## src/rtl/multi_pipe_pkg.sv

```systemverilog
// Shared constants and helpers for multi_pipe: legal parameter ranges,
// fill-counter width and the default reset image (stage 0 = 1, rest 0).
package multi_pipe_pkg;

    localparam int LN_MIN        = 2;
    localparam int LN_MAX        = 64;
    localparam int W_MIN         = 1;
    localparam int W_MAX         = 64;
    localparam int FILL_MAX_BITS = W_MAX * LN_MAX;

    function automatic int fill_width(input int ln);
        return $clog2(ln + 1);
    endfunction

    // Sized for the largest legal pipe; callers cast down to W*LN.
    function automatic logic [FILL_MAX_BITS-1:0] default_fill();
        return FILL_MAX_BITS'(1);
    endfunction

endpackage

```

## src/rtl/multi_pipe_stage.sv

```systemverilog
// One pipeline stage: W-bit data register plus valid bit, load beats shift.
// Latency 1 edge; holds when neither i_load nor i_en is asserted.
module pipe_stage #(
    parameter int            W    = 1,
    parameter logic [W-1:0]  INIT = '0
) (
    input  logic         i_clk,
    input  logic         i_reset_n,
    input  logic         i_en,
    input  logic         i_load,
    input  logic [W-1:0] i_load_data,
    input  logic [W-1:0] i_shift_data,
    input  logic         i_shift_valid,
    output logic [W-1:0] o_data,
    output logic         o_valid
);

    logic [W-1:0] r_data;
    logic         r_valid;

    always_ff @(posedge i_clk or negedge i_reset_n) begin
        if (!i_reset_n) begin
            r_data  <= INIT;
            r_valid <= 1'b0;
        end else if (i_load) begin
            r_data  <= i_load_data;
            r_valid <= 1'b1;
        end else if (i_en) begin
            r_data  <= i_shift_data;
            r_valid <= i_shift_valid;
        end
    end

    assign o_data  = r_data;
    assign o_valid = r_valid;

endmodule

```

## src/rtl/multi_pipe.sv

```systemverilog
// LN-stage shift pipe with valid bits, parallel load and fill count; LN enabled edges in->out.
// i_ce low holds everything; MULTI_PIPE_TAPS_EN exposes all stage data/valid as o_taps/o_tap_valid.
module multi_pipe
    import multi_pipe_pkg::*;
#(
    parameter int                LN           = 8,
    parameter int                W            = 1,
    parameter logic [W*LN-1:0]   INITIAL_FILL = (W*LN)'(default_fill())
) (
    input  logic                          i_clk,
    input  logic                          i_reset_n,
    input  logic                          i_ce,
    input  logic [W-1:0]                  i_in,
    input  logic                          i_in_valid,
    input  logic                          i_load,
    input  logic [W*LN-1:0]               i_load_data,
    output logic [W-1:0]                  o_data,
    output logic                          o_valid,
    output logic [fill_width(LN)-1:0]     o_fill,
    output logic                          o_full,
    output logic                          o_empty
`ifdef MULTI_PIPE_TAPS_EN
    ,
    output logic [W*LN-1:0]               o_taps,
    output logic [LN-1:0]                 o_tap_valid
`endif
);

    localparam int FW = fill_width(LN);

    if (LN < LN_MIN || LN > LN_MAX || W < W_MIN || W > W_MAX) begin : g_bad_params
        $error("multi_pipe: LN must be 2..64 and W must be 1..64");
    end

    logic [W*LN-1:0] w_stage_data;
    logic [LN-1:0]   w_stage_vld;
    logic [FW-1:0]   r_fill;

    for (genvar k = 0; k < LN; k++) begin : g_stage
        logic [W-1:0] w_next_data;
        logic         w_next_vld;

        // The last stage is fed from the input port; the rest from their upstream neighbour.
        if (k == LN - 1) begin : g_tail
            assign w_next_data = i_in;
            assign w_next_vld  = i_in_valid;
        end else begin : g_body
            assign w_next_data = w_stage_data[W*(k+1) +: W];
            assign w_next_vld  = w_stage_vld[k+1];
        end

        pipe_stage #(
            .W    (W),
            .INIT (INITIAL_FILL[W*k +: W])
        ) u_stage (
            .i_clk         (i_clk),
            .i_reset_n     (i_reset_n),
            .i_en          (i_ce),
            .i_load        (i_load),
            .i_load_data   (i_load_data[W*k +: W]),
            .i_shift_data  (w_next_data),
            .i_shift_valid (w_next_vld),
            .o_data        (w_stage_data[W*k +: W]),
            .o_valid       (w_stage_vld[k])
        );
    end

    // Counter tracks popcount of valid bits incrementally; bounded by construction.
    always_ff @(posedge i_clk or negedge i_reset_n) begin
        if (!i_reset_n) begin
            r_fill <= '0;
        end else if (i_load) begin
            r_fill <= FW'(LN);
        end else if (i_ce) begin
            r_fill <= r_fill + FW'(i_in_valid) - FW'(w_stage_vld[0]);
        end
    end

    assign o_data  = w_stage_data[W-1:0];
    assign o_valid = w_stage_vld[0];
    assign o_fill  = r_fill;
    assign o_full  = (r_fill == FW'(LN));
    assign o_empty = (r_fill == '0);

`ifdef MULTI_PIPE_TAPS_EN
    assign o_taps      = w_stage_data;
    assign o_tap_valid = w_stage_vld;
`endif

endmodule

```

## config.mk

```make
export PLATFORM = sky130hd
export DESIGN_NAME = multi_pipe
export DESIGN_NICKNAME = d
export VERILOG_FILES = /design/src/rtl/multi_pipe_pkg.sv /design/src/rtl/multi_pipe_stage.sv /design/src/rtl/multi_pipe.sv
export SDC_FILE = /design/constraint.sdc
export NUM_CORES = 1
export LEC_CHECK = 0
export ABC_AREA = 1
export BUFFER_PORTS_ARGS = -buffer_cell sky130_fd_sc_hd__buf_2
export CELL_PAD_IN_SITES_DETAIL_PLACEMENT = 0
export CELL_PAD_IN_SITES_GLOBAL_PLACEMENT = 1
export CORE_MARGIN = 2
export CORE_UTILIZATION = 36
export DETAILED_ROUTE_END_ITERATION = 10
export GPL_TIMING_DRIVEN = 0
export HOLD_SLACK_MARGIN = 0.06
export PLACE_DENSITY = 0.75
export SLEW_MARGIN = 30
export SYNTH_ARGS = -nofsm -noshare
export SYNTH_HDL_FRONTEND = slang
export SYNTH_SLANG_ARGS = --single-unit
```

## constraint.sdc

```tcl
create_clock -name i_clk -period 1.8 [get_ports i_clk]
set_clock_uncertainty 0.1 [all_clocks]
set_input_delay 0.36 -clock i_clk [delete_from_list [all_inputs] [get_ports i_clk]]
set_output_delay 0.36 -clock i_clk [all_outputs]
set_load 0.02 [all_outputs]
```

---- After elaboration in Yosys (flattened, before gate mapping) ----
Cells that the tools add are included.
storage, ports and cells
  register bits after elaboration ......... 20
  bits of input ports ..................... 14
  output and inout port bits .............. 8
  logic and storage cells ................. 56
operators by class
  $add $sub $neg .......................... 2
  equal/unequal tests ..................... 1
  multiplexer cells ....................... 34
  reduce and logical (&&, ||, !) cells .... 2
operators with widths
  cell                                         number
  2-to-1 mux 1 bit                             32
  2-to-1 mux 4 bit                             2
  adder 4 x 1 -> 4 bit                         1
  equality test 4 bit (second input constant)  1
  logical NOT 4 bit                            1
  subtractor 4 x 1 -> 4 bit                    1
  nonzero test 2 bit                           1

---- Depth between registers and ports, before layout ----
  depth in word-level cells ............... 4
  mapped depth ............................ 10
  mapped depth without buffers ............ 10

---- Cells and area by module ----
From an unflattened synthesis, not the netlist that was laid out.
second synthesis, totals
  cells, all modules ...................... 129
  area, all modules ....................... 1044.8 um^2
modules (own cells, without submodules)
  module                                times used  cells an instance  area an instance (um^2)  sequential area each (um^2)
  pipe_stage at g_stage[1].u_stage ...  7           11                 87.6                     50.0
  multi_pipe                            1           41                 342.8                    100.1
  pipe_stage at g_stage[0].u_stage      1           11                 88.8                     51.3

---- Worst setup path after synthesis ----
Ideal clock, no wire load.
  path type ............................... register to register
  start point ............................. register r_fill[0] (netlist: o_fill[0])
  end point ............................... register r_fill[2] (netlist: o_fill[2])
  setup time .............................. 127 ps
  arrival time ............................ 1661 ps
  required time ........................... 1573 ps
  setup slack ............................. -88 ps
  cell stages (with the launch flop) ...... 8
  buffers on the path ..................... 0
  period minus slack after synthesis ...... 1888 ps
  cell sequence ........................... dfrtp_1 inv_1 ha_1 inv_1 ha_1 fa_1 xnor2_1 o22ai_1
between the ends
  cells in the longest elaborated chain, start to end .. 4
RTL lines
  element                    RTL line          text
  from (decl)                multi_pipe.sv:37  logic [FW-1:0] r_fill;
  from (signal assigned)     multi_pipe.sv:73  r_fill <= FW'(LN);
  from (signal assigned)     multi_pipe.sv:75  r_fill <= r_fill + FW'(i_in_valid) - FW'(w_stage_vld[0]);
  adder 4 x 1 -> 4 bit       multi_pipe.sv:75
  subtractor 4 x 1 -> 4 bit  multi_pipe.sv:75
  2-to-1 mux 4 bit           multi_pipe.sv:74  end else if (i_ce) begin
  2-to-1 mux 4 bit           multi_pipe.sv:72  end else if (i_load) begin
Every way passes these cells. The select of a mux whose other input is x is not followed.
A chain may end at the register's enable or synchronous reset.

---- Final worst setup path ----
  start point ............................. register g_stage[0].u_stage.r_valid
  end point ............................... register r_fill[1] (netlist: o_fill[1])
between the ends
  cells in the longest elaborated chain, start to end .. 3
RTL lines
  element                    RTL line                text
  from (decl)                multi_pipe_stage.sv:19  logic r_valid;
  from (signal assigned)     multi_pipe_stage.sv:30  r_valid <= i_shift_valid;
  subtractor 4 x 1 -> 4 bit  multi_pipe.sv:75
  2-to-1 mux 4 bit           multi_pipe.sv:74
  2-to-1 mux 4 bit           multi_pipe.sv:72
Every way passes these cells. The select of a mux whose other input is x is not followed.

==> metrics.md <==
| Metric | Value |
|---|---|
| Period utilisation layout | 96.0% |
| Xor and xnor fraction of the mapped netlist area | 0.848% |
| # fillers | 256 |
| Fin util | 47.0% |
| Hold Path Origin | i_load_data[5] |
| Initial antenna violation count | 0 |
| Fmax | 0.578 GHz |
| Tmin final | 1.73 ns |
| Worst-path fanout max | 3 |
| Pin count of the biggest net entering global routing | 21 |
| Critical path origin | g_stage[0].u_stage.o_valid$_DFFE_PN0P_ |
| P&R area growth vs syn | 24.6% |
| Layout Nets | 158 |
| Proportion of synthesized area in mux cells | 0% |
| Vias in the first global route | 743 |
| Distinct cells, synth | 26 |
| First-pass GRT wire length | 3150 um |
| Via/cell ratio | 4.80 |
| Flops & latches, synth | 20 |
| Htree depth | 1 |
| Die area | 3310 um^2 |
| # DRC | 0 |
| Clk sink count | 20 |
| Max incr delay on CP | 0.51 ns |
| Synth Net Count | 129 |
| CTS max path bufs | 2 |
| Share of cells above drive strength 1 | 33.1% |
| Final setup TNS | 0 ns |
| Synth Area in Compound Gates | 13.8% |
| DP Wirelength | 1410 um |
| IO Pins | 22 |
| Routed wire per std cell | 11.3 um |
| Ys Warns | 0 |
| Core box area | 2730 um^2 |
| PortBufs | 21 |
| Number of CTS-inserted buffers | 3 |
| Sequential share of the synthesized area | 48.6% |
| TritonCTS clock tree | done |
| Cells along the critical path | ha_1 > inv_1 > ha_4 > fa_2 > nand2_1 > o21ai_1 |
| Hold path depth | 3 |
| Initial DRC count | 17 |
| WP data arrival | 1.86 ns |
| Leakage power total | 0.660 nW |
| Multi-input gate area | 428 um^2 |
| Min-Delay Path Class | input port to flop |
| Tightest Pin Transition | 0.455 ns |
| Final setup vio count | 0 |
| Mapped Avg Cell Area | 9.56 um^2 |
| Cells on worst reg2reg path | 6 |
| N_diodes | 0 |
| Post-Synthesis Cells | 108 |
| Die span in x | 57.5 um |
| Crit Path Class | flop to flop |
| GRT Overall Usage | 12.2% |
| Clock slew at reported path FFs | 0.12 ns |
| Reg-to-Reg Start | g_stage[0].u_stage.o_valid$_DFFE_PN0P_ |
| Status | complete, no violations |
| CP Capture Type | flop |
| Pwr Total | 0.00118 W |
| CP required | 1.94 ns |
| Chip height | 57.5 um |
| Power density cells | 920 nW/um^2 |
| Root Buffer | clkbuf_4 |
| Antenna-violating nets left | 0 |
| TritonRoute pass-1 iters | 4 |
| Register area | 504 um^2 |
| Slew HR | 69.6% |
| Max-cap viol count | 0 |
| Final instance count without filler cells | 167 |
| Adder-cell area share of the yosys netlist | 9.21% |
| Starting Density | 37.8% |
| Final Hold Violating Endpoints | 0 |
| Netlist Area Pre-Place | 1030 um^2 |
| VDD IR max | 484 uV |
| Largest family of logic cells by synthesized area | simple AND/OR/NAND/NOR gates |
| Total gr overflow | 0 |
| Vias post-DR | 801 |
| Routability cong. | 0.678 |
| Synth Area in Simple Gates | 15.2% |
| Cell Rows | 19 |
| Routed wire length | 1880 um |
| Placed Instances | 160 |
| Setup crit start kind | flop |
| Slew Limit Fails | 0 |
| Clk_lat worst skew | 0.30 ns |
| CP max-delay cell | fa_2 |
| Fin Hold WS | 0.157 ns |
[sequential cells by signal, indices dropped and copies added, names as in the netlist]
name	count
g_stage.u_stage.o_data	8
o_fill	4
g_stage.u_stage.o_valid	8
[Yosys cell counts, drive strengths merged]
cell / instances / area, um^2
nor3b: 2 / 15.0
dfstp: 1 / 26.3
nand3: 5 / 25.0
fa: 1 / 20.0
a21oi: 3 / 15.0
xnor2: 1 / 8.76
o22ai: 1 / 6.26
o211ai: 2 / 15.0
nor2: 6 / 30.0
o21ai: 4 / 23.8
o221ai: 2 / 17.5
a22oi: 8 / 65.1
nand2: 21 / 86.3
inv: 23 / 88.8
ha: 6 / 75.1
dfrtp: 19 / 475
buf: 3 / 38.8
[per-stage QoR]
step	setup slack [ns]	instance area (um^2)
detailed placement	0.00461	1180
floorplan	0.00762	1030
global placement	0.0249	1180
global route	-0.0149	1290
CTS	0.00470	1250
finish	0.0712	1290
[layout by cell type, fill, tap and decap left out, types with 2 or more instances in the layout]
| master | count |
|---|---|
| nand2_1 | 20 |
| clkbuf_4 | 3 |
| nor3b_2 | 2 |
| buf_2 | 19 |
| o211ai_1 | 2 |
| nor2_1 | 5 |
| a22oi_1 | 7 |
| inv_2 | 3 |
| dfrtp_1 | 17 |
| ha_1 | 5 |
| o221ai_1 | 2 |
| dfrtp_2 | 2 |
| o21ai_1 | 2 |
| a21oi_1 | 3 |
| inv_1 | 19 |
| buf_4 | 5 |
| nand3_1 | 5 |
[power by group]
part	internal (W)	leakage, nW	switching (W)
Clock	0.000225	0.0279	0.000144
Combinational	0.000136	0.417	0.000174
Sequential	0.000485	0.216	0.0000196
[what timing repair did]
| action | 4_1_cts | 5_1_grt |
|---|---|---|
| resized for setup | 1 | 7 |
| endpoints found under the setup margin | 2 | 4 |
| endpoints found under the hold margin | 19 | 0 |
| setup buffers | 1 | 1 |
| pin swaps | 0 | 1 |
| hold buffers | 1 | 0 |
[worst paths after layout]
| check | end | slack, ns |
|---|---|---|
| setup / recovery | o_fill[1]$_DFFE_PN0P_ | 0.07 |
| hold / removal | g_stage[5].u_stage.o_data$_DFFE_PN0P_ | 0.16 |
| setup reg to reg | o_fill[1]$_DFFE_PN0P_ | 0.07 |
| hold reg to reg | g_stage[0].u_stage.o_data$_DFFE_PN1P_ | 0.40 |
| max in group asynchronous | g_stage[0].u_stage.o_valid$_DFFE_PN0P_ | 0.84 |
| min in group asynchronous | g_stage[3].u_stage.o_data$_DFFE_PN0P_ | 0.42 |
[cell type report]
class | count | area share (%)
multi-input cells | 62 | 33.3
clock inverters | 1 | 2.33
inverters | 23 | 6.91
repair buffers | 24 | 10.5
flip-flops and latches | 20 | 39.2
plain buffers | 3 | 3.02
clock buffers | 3 | 1.75
well taps | 31 | 3.02
[critical path, delay by kind of cell (launching register included)]
family,cells,cell delay [ns]
compound gates,1,0.08
fa+ha+maj,3,0.95
buf+inv,1,0.06
flops,1,0.43
simple gates,1,0.05
[cells by family after synthesis]
group / count (synthesis)
AOI/OAI and AO/OA: 20
xor gates and xnor gates: 1
adders and majority gates: 7
buffers and inverters: 26
DFF: 20
and+or+nand+nor: 34
[metal layers]
metal | wire [um] | track usage [%] | vias to the layer above
met5 | 0 | 0 | -
met4 | 25 | 4.98 | 0
met3 | 101 | 2.49 | 4
met2 | 879 | 19.6 | 18
met1 | 875 | 15.9 | 374
li1 | - | - | 405
(Power assumes the default switching activity.)
